==> config.mk <==
export PLATFORM = sky130hd
export DESIGN_NAME = mem_delayed
export DESIGN_NICKNAME = d
export VERILOG_FILES = /design/src/rtl/mem_delayed.sv
export SDC_FILE = /design/constraint.sdc
export NUM_CORES = 2
export LEC_CHECK = 0
export ABC_CLOCK_PERIOD_IN_PS = 6670
export CORE_ASPECT_RATIO = 1.75
export CORE_UTILIZATION = 35
export CTS_BUF_LIST = sky130_fd_sc_hd__clkbuf_8 sky130_fd_sc_hd__clkbuf_16
export CTS_CLUSTER_DIAMETER = 30
export DETAILED_ROUTE_END_ITERATION = 10
export REMOVE_ABC_BUFFERS = 1
export SYNTH_ARGS = -nofsm -noshare
export SYNTH_HDL_FRONTEND = slang
export SYNTH_SLANG_ARGS = --single-unit
==> constraint.sdc <==
create_clock -name clk -period 6.67 [get_ports clk]
set_input_delay 1.334 -clock clk [delete_from_list [all_inputs] [get_ports clk]]
set_output_delay 1.334 -clock clk [all_outputs]
set_load 0.01 [all_outputs]
==> src/rtl/mem_delayed.sv <==
// mem_delayed: DEPTH x 16-bit memory with a fixed-latency, fully pipelined read port.
// One read is accepted per cycle. Each read carries its data and its out-of-range
// flag down a LATENCY-deep valid/data pipeline, so responses come back in request order.
// A read of an address >= DEPTH returns 0 with rd_err set. Writes to such addresses are dropped.
module mem_delayed #(
  parameter int DEPTH   = 256,
  parameter int LATENCY = 3
) (
  input  logic        clk,
  input  logic        rst,
  input  logic        rd_req,
  input  logic [15:0] rd_addr,
  output logic [15:0] rd_data,
  output logic        rd_ack,
  output logic        rd_err,
  output logic [3:0]  rd_pending,
  input  logic        wr_req,
  input  logic [15:0] wr_addr,
  input  logic [15:0] wr_data
);

  localparam int          AW      = (DEPTH > 1) ? $clog2(DEPTH) : 1;
  localparam logic [16:0] DEPTH_W = 17'(DEPTH);

  logic [15:0]        mem_q [DEPTH];

  logic               rd_in_range;
  logic               wr_in_range;
  logic [AW-1:0]      rd_idx;
  logic [AW-1:0]      wr_idx;

  logic [LATENCY-1:0] valid_q, valid_d;
  logic [LATENCY-1:0] err_q, err_d;
  logic [15:0]        data_q [LATENCY];
  logic [15:0]        data_d [LATENCY];
  logic [3:0]         pending_q, pending_d;

  // The range check uses the full 16-bit address, so an out-of-range
  // address can never alias onto a low word.
  assign rd_in_range = {1'b0, rd_addr} < DEPTH_W;
  assign wr_in_range = {1'b0, wr_addr} < DEPTH_W;
  assign rd_idx      = rd_addr[AW-1:0];
  assign wr_idx      = wr_addr[AW-1:0];

  // Storage is not reset. Writes are ignored while rst is high.
  // The non-blocking update means a read on the same edge sees the old word.
  always_ff @(posedge clk) begin
    if (wr_req && !rst && wr_in_range) begin
      mem_q[wr_idx] <= wr_data;
    end
  end

  // Next-state for the read pipeline and the outstanding-read counter.
  always_comb begin
    valid_d = '0;
    err_d   = '0;
    for (int i = 0; i < LATENCY; i++) begin
      data_d[i] = data_q[i];
    end

    // Stage 0 samples the array on the accepting edge.
    valid_d[0] = rd_req;
    err_d[0]   = rd_req & ~rd_in_range;
    if (rd_req) begin
      data_d[0] = rd_in_range ? mem_q[rd_idx] : 16'h0000;
    end

    // Data only advances behind a valid bit. This lets the last stage hold
    // the most recent response between acks.
    for (int i = 1; i < LATENCY; i++) begin
      valid_d[i] = valid_q[i-1];
      err_d[i]   = valid_q[i-1] & err_q[i-1];
      if (valid_q[i-1]) begin
        data_d[i] = data_q[i-1];
      end
    end

    pending_d = pending_q + 4'(rd_req) - 4'(valid_q[LATENCY-1]);
  end

  // Pipeline and counter registers.
  // Reset clears them at once, so any in-flight reads are lost.
  always_ff @(posedge clk or posedge rst) begin
    if (rst) begin
      valid_q   <= '0;
      err_q     <= '0;
      pending_q <= '0;
      for (int i = 0; i < LATENCY; i++) begin
        data_q[i] <= '0;
      end
    end else begin
      valid_q   <= valid_d;
      err_q     <= err_d;
      pending_q <= pending_d;
      for (int i = 0; i < LATENCY; i++) begin
        data_q[i] <= data_d[i];
      end
    end
  end

  assign rd_ack     = valid_q[LATENCY-1];
  assign rd_err     = err_q[LATENCY-1];
  assign rd_data    = data_q[LATENCY-1];
  assign rd_pending = pending_q;

endmodule
==> impl_metrics.ini <==
[worst_setup_path]
critPathKind = input pin to register
startpoint_type = input pin
slowest_stage = nor3_1
path_delay_family = compound AO/OA/AOI/OAI gates
rr_worst_depth = 8
critPathCaptureType = register
cp.arrival_ps = 5680
crit_buf_inv = 3
cp_num_cells = 9
path_cells = clkbuf_8, inv_8, o221ai_1, o21ai_0, o21bai_1, nor3_1, a211oi_1, buf_4, a22o_1
worst_ep_required_time_ps = 7530
cpPeakStageDelay_ps = 1100
crit_fanout = 90

[clocking]
cts_resized = 0
cts_sinks = 4154
cts.path.max_buffers = 4
clkLatencyLatePin_ps = 970
cts_buffers = 428
cts_tree = yes
ctsHtreeMaxLevel = 5
cts_hold_buf = 0
cts_setup_buffers = 0
root_buffer = clkbuf_16
path_clk_slew_ps = 70

[finish]
final_util_pct = 40.7
syn_to_final_growth_pct = 15.7
nets = 8050
drive_gt1_share_pct = 26.2

[drt]
drcViolationCount = 0
drt_wl_total_mm = 467
routedWlPerCell_um = 32.6
ant_nets = 0
vias_per_cell = 5.59
dr.pass1.iters = 6
vias = 80100
drtIter0Drc = 9388

[floorplan]
rows = 328
die_x_um = 513
design.core.area_um2 = 456000
ios = 74
start_util_pct = 35.1
die_area_um2 = 460000
fp.dieH_um = 896

[place]
numPortBuffers = 73
place_congestion = 0.907
hpwlAfterDp_mm = 300
dp_slack_ps = 960

[job]
maxCapViolations = 1

[sta]
slew_headroom_pct = -16.5
fin_setup_tns_ps = 0
period_minus_slack_ps = 4820
skew_ps = 47.4
max_clock_freq_mhz = 208
finalWorstSetupSlack_ps = 1850
setup_viol = 0
grt_setup_unrepaired = false
fin_crit_sh_pct = 72.2
drv_slew = 7
hold_violations = 0
worst_pin_slew_ps = 1730

[global_routing]
grt_use_total_pct = 20.1
grt_pass1_vias = 82000
grt_start_max_net_pins = 161
grt_overflow = 0
antenna_found_initial = 30
grt_pass1_wl_mm = 650

[yosys]
synth_sequential_area_ratio_pct = 77.8
syn_area_um2 = 160000
syn_inst = 7430
yosysTopAreaCell = edfxtp_1
post-synth-top-count-cell = edfxtp_1
synth_commonest_cells = 4,096 x edfxtp_1, 832 x mux4_2, 534 x mux2i_1, 315 x nor2_1, 235 x o221ai_1
synth_area_leaders = edfxtp_1 77%, mux4_2 12%, mux2i_1 3.3%
ys_seq_elements = 4154
yosys.area.top_type_share_pct = 76.9
ys.flop_type = edfxtp_1
syn_area_per_cell_um2 = 21.5
ys_async_sr_fraction_pct = 1.40
ys_types = 56
synth_edf_count = 4096
ys_warn_count = 0

[pwr]
power_per_cell_area_nw_per_um2 = 306
peakVddDrop_v = 0.000275
leakagePower_nw = 58.8

[min_path]
holdPathStages = 1
min_path_type = register to register

[run_status]
outcome = finished with violations
violations = max-capacitance violations, max-slew violations
==> final cells by class <==
type                            count  area, um2
Timing Repair Buffer              581       5220
Multi-Input combinational cell   2815      33100
Clock buffer                      443      11000
Inverter                           13       61.3
Fill cell                       39600     270000
Antenna cell                       22       55.1
Clock inverter                    349       3800
Sequential cell                  4154     124000
Tap cell                         5940       7430
==> placed cells by master (no fill, tap or decap), types with 16 or more instances in the layout <==
master           synthesis  layout
mux4_2                 832     832
nor3_1                  80      77
clkdlybuf4s50_1          0      48
o22ai_1                125     125
o221ai_1               235     235
clkinvlp_4               0      36
inv_6                    0      71
clkinv_1                 1      34
a211oi_1                29      29
nor2_2                   0      26
mux2i_1                534     534
clkinv_2                 0      36
clkbuf_16                0     439
bufinv_16                0      48
buf_4                   62     462
dfrtp_1                 58      58
nand3_1                 24      18
a22oi_1                 79      79
o211ai_1                16      16
mux2_2                  51      51
edfxtp_1              4096    4096
inv_8                    0      23
nand2_1                 88      85
clkinv_4                 0      43
a21oi_1                163     163
diode_2                  0      22
nor2_1                 315     288
nor2b_1                 25      20
inv_1                   11      46
buf_12                   1      47
clkinv_8                 0      17
o21ai_0                 71      66
==> stage by stage <==
| step | cell area (um2) | power [W] | std cells | hold WS [ps] |
|---|---|---|---|---|
| floorplan | 157000 | 0.0303 | 6982 | 434 |
| global placement | 170000 | 0.0322 | 13500 | 461 |
| detailed placement | 170000 | 0.0322 | 13500 | 472 |
| CTS | 185000 | 0.0569 | 14300 | 483 |
| global route | 185000 | 0.0579 | 14300 | 498 |
| finish | 185000 | 0.0566 | 14300 | 475 |
==> cells by family (layout without fill, tap and decap cells) <==
group / Yosys count / after routing / share of synthesized area [%]
flops: 4154 / 4154 / 77.8
mux: 1417 / 1417 / 15.4
compound gates: 790 / 790 / 3.47
simple gates: 600 / 600 / 1.65
buf+inv: 461 / 1386 / 1.65
fa+ha+maj: 5 / 5 / 0.0438
xor+xnor: 3 / 3 / 0.0164
other cells: 0 / 22 / 0
==> worst paths after layout <==
path / start / to / slack, ps
min reg2reg: err_q[0] / err_q[1] / 470
min: err_q[0] / err_q[1] / 470
max: rd_addr[4] / data_q[40] / 1850
max reg2reg: mem_q[139][8] / data_q[40] / 3150
max in group asynchronous: rst / data_q[33] / 4950
min in group asynchronous: rst / data_q[30] / 630
==> state kept, by name (all words and copies together) (netlist names) <==
signal,cells
rd_pending,4
mem_q,4096
valid_q,3
data_q,32
rd_data,16
err_q,3
==> per-layer routing <==
layer | share of wire, % | vias to the layer above | GRT usage, %
li1 | - | 32600 | -
met1 | 34 | 43000 | 22.6
met2 | 52 | 3587 | 35.4
met3 | 5.9 | 915 | 2.59
met4 | 7.8 | 20 | 14.0
met5 | 0.027 | - | 0
==> worst reg2reg max path, cell delays in order, from the launching register on <==
cell	delay, ps
edfxtp_1	350
mux2i_1	200
o221ai_1	190
o21ai_0	720
o21bai_1	280
nor3_1	1100
a211oi_1	210
buf_4	190
a22o_1	190
==> where the power goes <==
part / internal [W] / switching (W) / leakage (nW)
registers: 0.0287 / 0.0000189 / 37.6
logic: 0.000933 / 0.00198 / 13.9
clock network: 0.0142 / 0.0108 / 7.32
total: 0.0438 / 0.0128 / 58.8
Power figures use the tool's default switching activity.
